File: config.mk
export PLATFORM = sky130hd
export DESIGN_NAME = pipe_stage_skid
export DESIGN_NICKNAME = d
export VERILOG_FILES = /design/src/rtl/pipe_stage_skid.sv
export SDC_FILE = /design/constraint.sdc
export NUM_CORES = 1
export LEC_CHECK = 0
export BUFFER_PORTS_ARGS = -buffer_cell sky130_fd_sc_hd__buf_2
export CAP_MARGIN = 0
export CORE_ASPECT_RATIO = 0.5
export CORE_MARGIN = 2
export CORE_UTILIZATION = 46
export DETAILED_ROUTE_END_ITERATION = 8
export PLACE_DENSITY = 0.71
export RECOVER_POWER = 100
export SLEW_MARGIN = 20
export SYNTH_ARGS = -nofsm -noshare
export SYNTH_HDL_FRONTEND = slang
export SYNTH_SLANG_ARGS = --single-unit
File: constraint.sdc
create_clock -name clk -period 11.8 [get_ports clk]
set_clock_uncertainty 0.15 [all_clocks]
set_input_delay 0.59 -clock clk [delete_from_list [all_inputs] [get_ports clk]]
set_output_delay 0.59 -clock clk [all_outputs]
set_load 0.05 [all_outputs]
File: src/rtl/pipe_stage_skid.sv
// Pipeline stage register with a 2-entry skid buffer and registered back-pressure.
// Define PIPE_STATS_EN to build the saturating stall/flush statistics counters.
module pipe_stage_skid #(
  parameter int CTRL_W = 16,
  parameter int DATA_W = 128,
  parameter int CNT_W  = 16
) (
  input  logic              clk,
  input  logic              rst,
  input  logic              flush,
  input  logic              in_valid,
  output logic              in_ready,
  input  logic [CTRL_W-1:0] in_ctrl,
  input  logic [DATA_W-1:0] in_data,
  output logic              out_valid,
  input  logic              out_ready,
  output logic [CTRL_W-1:0] out_ctrl,
  output logic [DATA_W-1:0] out_data,
  output logic [1:0]        occupancy,
  output logic [CNT_W-1:0]  stall_cnt,
  output logic [CNT_W-1:0]  flush_cnt
);

  typedef enum logic [1:0] {
    EMPTY = 2'd0,
    ONE   = 2'd1,
    TWO   = 2'd2
  } state_t;

  state_t            state;
  logic              m_valid;
  logic [CTRL_W-1:0] m_ctrl;
  logic [DATA_W-1:0] m_data;
  logic              s_valid;
  logic [CTRL_W-1:0] s_ctrl;
  logic [DATA_W-1:0] s_data;

  logic accept;
  logic send;

  assign in_ready  = (state != TWO);
  assign accept    = in_valid & in_ready;
  assign send      = m_valid & out_ready;
  assign out_valid = m_valid;
  assign out_ctrl  = m_valid ? m_ctrl : '0;
  assign out_data  = m_data;
  assign occupancy = state;

  // Data fields are only cleared by reset; flush kills valid and ctrl so bubbles read as NOPs.
  always_ff @(posedge clk or posedge rst) begin
    if (rst) begin
      state   <= EMPTY;
      m_valid <= 1'b0;
      m_ctrl  <= '0;
      m_data  <= '0;
      s_valid <= 1'b0;
      s_ctrl  <= '0;
      s_data  <= '0;
    end else if (flush) begin
      state   <= EMPTY;
      m_valid <= 1'b0;
      m_ctrl  <= '0;
      s_valid <= 1'b0;
      s_ctrl  <= '0;
    end else begin
      case (state)
        EMPTY: begin
          if (accept) begin
            m_valid <= 1'b1;
            m_ctrl  <= in_ctrl;
            m_data  <= in_data;
            state   <= ONE;
          end
        end
        ONE: begin
          if (accept && send) begin
            m_ctrl <= in_ctrl;
            m_data <= in_data;
          end else if (send) begin
            m_valid <= 1'b0;
            m_ctrl  <= '0;
            state   <= EMPTY;
          end else if (accept) begin
            s_valid <= 1'b1;
            s_ctrl  <= in_ctrl;
            s_data  <= in_data;
            state   <= TWO;
          end
        end
        TWO: begin
          if (send) begin
            m_ctrl  <= s_ctrl;
            m_data  <= s_data;
            s_valid <= 1'b0;
            s_ctrl  <= '0;
            state   <= ONE;
          end
        end
        default: begin
          state   <= EMPTY;
          m_valid <= 1'b0;
          m_ctrl  <= '0;
          s_valid <= 1'b0;
          s_ctrl  <= '0;
        end
      endcase
    end
  end

`ifdef PIPE_STATS_EN
  logic [CNT_W-1:0] stall_q;
  logic [CNT_W-1:0] flush_q;

  // Both counters saturate at all-ones instead of wrapping.
  always_ff @(posedge clk or posedge rst) begin
    if (rst) begin
      stall_q <= '0;
      flush_q <= '0;
    end else begin
      if (in_valid && !in_ready && (stall_q != {CNT_W{1'b1}}))
        stall_q <= stall_q + 1'b1;
      if (flush && (state != EMPTY) && (flush_q != {CNT_W{1'b1}}))
        flush_q <= flush_q + 1'b1;
    end
  end

  assign stall_cnt = stall_q;
  assign flush_cnt = flush_q;
`else
  assign stall_cnt = '0;
  assign flush_cnt = '0;
`endif

endmodule

* Yosys cells after proc, flatten, opt, wreduce, memory -nomap -nowiden
Cells that the tools add are included.
** Word-level totals
- Flip-flop bits (word level) :: 291
- Input port bits :: 149
- Output and inout port bits :: 180
- Word-level logic and storage cells :: 63
** Operators by class
- Equal/unequal tests :: 16
- Mux-type cells :: 27
- Reductions and logical operators :: 9
- Bitwise operators :: 5
** Operators by type and width (number)
- two-way mux 128 bit :: 3
- one-hot mux 128 bit (3 select lines) :: 1
- two-way mux 16 bit :: 9
- one-hot mux 16 bit (3 select lines) :: 2
- inequality test 3 bit (second input constant) :: 6
- AND reduction 5 bit :: 3
- two-way mux 2 bit :: 6
- inequality test 2 bit (second input constant) :: 6
- inequality test 4 bit (second input constant) :: 2
- AND reduction 4 bit :: 2
- one-hot mux 2 bit (3 select lines) :: 1
- two-way mux 1 bit :: 4
- inverter 1 bit :: 3
- one-hot mux 1 bit (3 select lines) :: 1
- AND reduction 3 bit :: 1
- nonzero test 3 bit :: 1
- AND 1 bit :: 2
- equality test 2 x 1 -> 1 bit (second input constant) :: 1
- equality test 2 bit (second input constant) :: 1
- logical NOT 2 bit :: 1
- logical AND 1 bit :: 1

* Longest topological paths before layout
- Word-level depth :: 7
- Gate-level depth with buffers :: 9
- Depth with buffers taken out :: 4

* Worst setup path before layout
No wires, ideal clock.
- Kind :: register -> output
- From :: register state[0] (netlist: occupancy[0])
- To :: output in_ready
- Setup slack :: 9.434 ns
- Required time :: 11.060 ns
- Arrival :: 1.626 ns
- Buffers on the path :: 4
- Cell stages (with the launch flop) :: 6
- Cell sequence :: dfrtp_1 -> buf_4 -> nand2b_1 -> clkbuf_1 -> buf_2 -> buf_2
** On the way
- Cells in the longest elaborated chain, start to end :: 1
** Ends and longest elaborated chain
- start, declared :: line 30 : state_t state;
- start signal, assigned :: line 52 : state <= EMPTY;
- start signal, assigned :: line 60 : state <= EMPTY;
- start signal, assigned :: line 72 : state <= ONE;
- inequality test 2 bit :: line 41 : assign in_ready = (state != TWO);
- end, declared :: line 12 : output logic in_ready,
Every way passes these cells.

* Worst setup path in the final report
- From :: register state[1] (netlist: occupancy[1])
- To :: register s_data[74]
** On the way
- Cells in the longest elaborated chain, start to end :: 5
- Elaborated cells on any way between the ends :: 6
- Classes of those cells :: 2 x eq/ne; 2 x bitwise; 2 x reduce/logical
** Ends and longest elaborated chain
- inequality test 2 bit :: line 41
- AND 1 bit :: line 42 : assign accept = in_valid & in_ready;
- logical AND 1 bit :: line 76 : if (accept && send) begin
- inverter 1 bit (no source line)
- AND reduction 5 bit (no source line) (*)
- end signal, assigned :: line 86 : s_data <= in_data;
- end, declared :: line 36 : logic [DATA_W-1:0] s_data;
Mark *: on every way between the ends. The rest lies on a longest branch, timed or not.
A chain may end at the register's enable or synchronous reset.

==> impl_summary.log <==
INFO  metric timing.critical_path.from_type = flop
INFO  metric period_needed = 7150 ps
INFO  metric synth-seq-area-share = 0.571
INFO  metric ctsResizeCount = 0
INFO  metric finalCritPeriodShare = 0.606
INFO  metric finalHoldViolations = 0
INFO  metric synth_instances = 1070
INFO  metric finish.cell_count_without_fillers = 1733
INFO  metric grt_pass1_vias = 8881
INFO  metric clk_pin_slew_worst_paths = 70 ps
INFO  metric route.vias.total = 8794
INFO  metric fp.coreArea = 27500 um2
INFO  metric syn2layout_area_growth = 17.3%
INFO  metric fin_hold_ws = between 100 and 150 ps
INFO  metric cts_htree_levels = 1
INFO  metric setup_violations = 0
INFO  metric avgSynthCellArea = 11.9 um2
INFO  metric synth_edf_count = 0
INFO  metric detail_route.wirelength = 28800 um
INFO  metric tightest_slew = 5760 ps
INFO  metric final_max_slew_viol_count = 378
INFO  metric power.density_cell_area = 215 nW/um2
INFO  metric hold-path-endpoint = s_data[35]$_DFFE_PP0P_
INFO  metric slowest_stage = clkbuf_1
INFO  metric postSynthRegisterBits = 291
INFO  metric tritoncts_clock_tree = done
INFO  metric placed_cell_count = 1683
INFO  metric min_delay_path_depth = 2
INFO  metric critical_hold_path_startpoint = in_data[35]
INFO  metric first_pass_grt_wire_length = 45900 um
INFO  metric grt_antenna_before_repair = 4
INFO  metric drc = 0
INFO  metric max_freq = 0.140 GHz
INFO  metric fill_cells = about 2500
INFO  metric fp.dieArea = just under 30000 um2
INFO  metric place_hpwl = 19300 um
INFO  metric tritoncts_buffer_count = 27
INFO  metric cp.arrival = 7460 ps
INFO  metric total_leakage_power = 7.56 nW
INFO  metric buffering_stage_count_on_the_worst_path_with_inverters_included = 1
INFO  metric ratio_of_cells_with_drive_above_1_in_the_final_layout = 0.255
INFO  metric worst_r2r_path_depth = 4
INFO  metric cts_sinks = around 290
INFO  metric largest_net_degree_at_the_start_of_global_routing = 135
INFO  metric cp_cell_sequence = nor2b_1 -> nand3_1 -> clkbuf_1 -> mux2_2
INFO  metric cts.repair_timing.setup_buffer_count = 0
INFO  metric maxCapViolations = 5
INFO  metric fin_area = roughly 15000 um2
INFO  metric timing.critical_path.required = 12120 ps
INFO  metric num_io_pins = 329
INFO  metric failing_checks = capacitance limit, slew limit
INFO  metric number_of_core_rows = 43
INFO  metric synth.top_cell.area_share = 0.571
INFO  metric setup_ws = ~4700 ps
INFO  metric slew_headroom = -2.86
INFO  metric postCtsHoldBufs = 0
INFO  metric power.ir.vdd_worst = 96.6 uV
INFO  metric synth_area_leader_cell = dfrtp_1
INFO  metric dp_slack = just over 8000 ps
INFO  metric critical_path.top_delay_family = buffers and inverters
INFO  metric syn_area = about 13000 um2
INFO  metric utilization = 0.544
INFO  metric clock_latency = about 530 ps
INFO  metric critical_path.reg2reg.startpoint = occupancy[1]$_DFFE_PP0P_
INFO  metric gp_congestion = 0.815
INFO  metric place.port_buffers = slightly below 300
INFO  metric routed_vias_inst = slightly above 5
INFO  metric total_of_warnings_raised_by_yosys = 0
INFO  metric tns = 0 ps
INFO  metric asyncSetResetFlopFracSynth = 1.00
INFO  metric netlist_top_cells_area = dfrtp_1 (57%), mux2_2 (13%), mux2i_1 (10%)
INFO  metric gr-usage-all-layers = 0.196
INFO  metric crit_path_end_kind = flop
INFO  metric synth.lib_cells_used.distinct = 35
INFO  metric clock_tree_root_driver_cell = clkbuf_16
INFO  metric critical_path_class = reg2reg
INFO  metric wl_per_cell = 16.6 um
INFO  metric final_nets = 1480
INFO  metric ctsLongestPathBuffers = 3
INFO  metric detailedRoute.firstPassIterationCount = 5
INFO  metric drt_iter0_drc = just over 500
INFO  metric synth-main-ff-cell = dfrtp_1
INFO  metric rsz0062_at_grt = no
INFO  metric antenna_violating_nets_left = 0
INFO  metric worst_case_register_to_register_setup_slack = ~4700 ps
INFO  metric grt_remaining_overflow = 0
INFO  metric design_power_total = 3.21 mW
INFO  metric max_fo_critical_path = between 70 and 80
INFO  metric worst_r2r_endpoint = s_data[74]$_DFFE_PP0P_
INFO  metric start_util = 0.464
INFO  metric placedInstanceArea = 14300 um2
INFO  metric die_x = 239 um
INFO  metric dieHeight = 122 um
INFO  metric worstHoldPathType = in2reg
INFO  metric run_status = complete, but fails checks
INFO  metric cp_slowest_stage_delay = about 3300 ps
[worst max path at each step]
stage	start	endpoint	cells after the start	slack, ps
after detailed placement	occupancy[1]$_DFFE_PP0P_	s_data[58]$_DFFE_PP0P_	4	8100
after CTS	occupancy[1]$_DFFE_PP0P_	s_data[104]$_DFFE_PP0P_	4	8130
after global placement	occupancy[1]$_DFFE_PP0P_	s_data[65]$_DFFE_PP0P_	4	8220
final	occupancy[1]$_DFFE_PP0P_	s_data[74]$_DFFE_PP0P_	4	4650
after floorplan	rst	m_ctrl[0]$_DFFE_PP0P_	1	3030
after global routing	occupancy[1]$_DFFE_PP0P_	s_data[43]$_DFFE_PP0P_	4	4140
[cell usage after synthesis (2+ instances only)]
cell,count
dfrtp_1,291
o21ai_1,13
mux2i_1,128
buf_2,35
buf_8,6
o21ai_0,129
and4b_1,2
and2_1,17
nor2b_1,2
mux2_2,144
nand2b_1,4
clkbuf_1,29
o21ai_2,2
nand2_1,147
buf_4,33
a22oi_1,16
nor2_1,18
nand3_1,18
a21oi_1,19
nand3b_1,2
[placed cells by master, fill, tap and decap left out, types with 2 or more instances in the layout]
cell type / n
nor2_1: 17
clkbuf_1: 156
nor3_1: 2
buf_2: 148
nand3b_1: 2
mux2_2: 144
nand3_1: 18
dfrtp_1: 291
nor2b_1: 2
clkbuf_8: 6
a22oi_1: 16
clkinvlp_4: 2
buf_4: 4
a21oi_1: 19
diode_2: 4
mux2i_1: 128
clkinv_2: 5
and4b_1: 2
nand2b_1: 4
and2_1: 16
nand2_1: 147
o21ai_0: 142
conb_1: 32
clkbuf_16: 27
[where the power goes]
group	internal [mW]	switching (mW)	total, mW
logic	0.274	0.668	0.942
registers	1.28	0.147	1.42
clock network	0.477	0.371	0.848
[area by class of cell]
cell class | instances | area (um2) | area share
Multi-Input combinational cell | 703 | 4950 | 0.331
Tap cell | 382 | 478 | 0.0320
Clock buffer | 37 | 773 | 0.0517
Timing Repair Buffer | 306 | 1380 | 0.0923
Antenna cell | 4 | 10.0 | 0.000670
Sequential cell | 291 | 7280 | 0.487
Inverter | 2 | 8.76 | 0.000586
Clock inverter | 8 | 70.1 | 0.00469
[metal layers]
| metal | GRT usage | wire length [um] | vias up |
|---|---|---|---|
| li1 | - | - | 4181 |
| met3 | 0.0295 | 889 | 78 |
| met5 | 0 | 0 | - |
| met1 | 0.240 | 11900 | 4349 |
| met2 | 0.352 | 14800 | 186 |
| met4 | 0.0766 | 1190 | 0 |
[kinds of logic after synthesis]
family	count (synthesis)	synth area share
DFF	291	0.571
muxes	272	0.228
and+or+nand+nor	213	0.0714
AOI/OAI and AO/OA	186	0.0788
buffers and inverters	107	0.0505
other	1	0.000294
[flip-flops by register name, indices dropped and copies added, names as in the netlist]
name	count
out_data	128
s_data	128
m_ctrl	16
s_ctrl	16
occupancy	2
out_valid	1
Power figures use the tool's default switching activity.
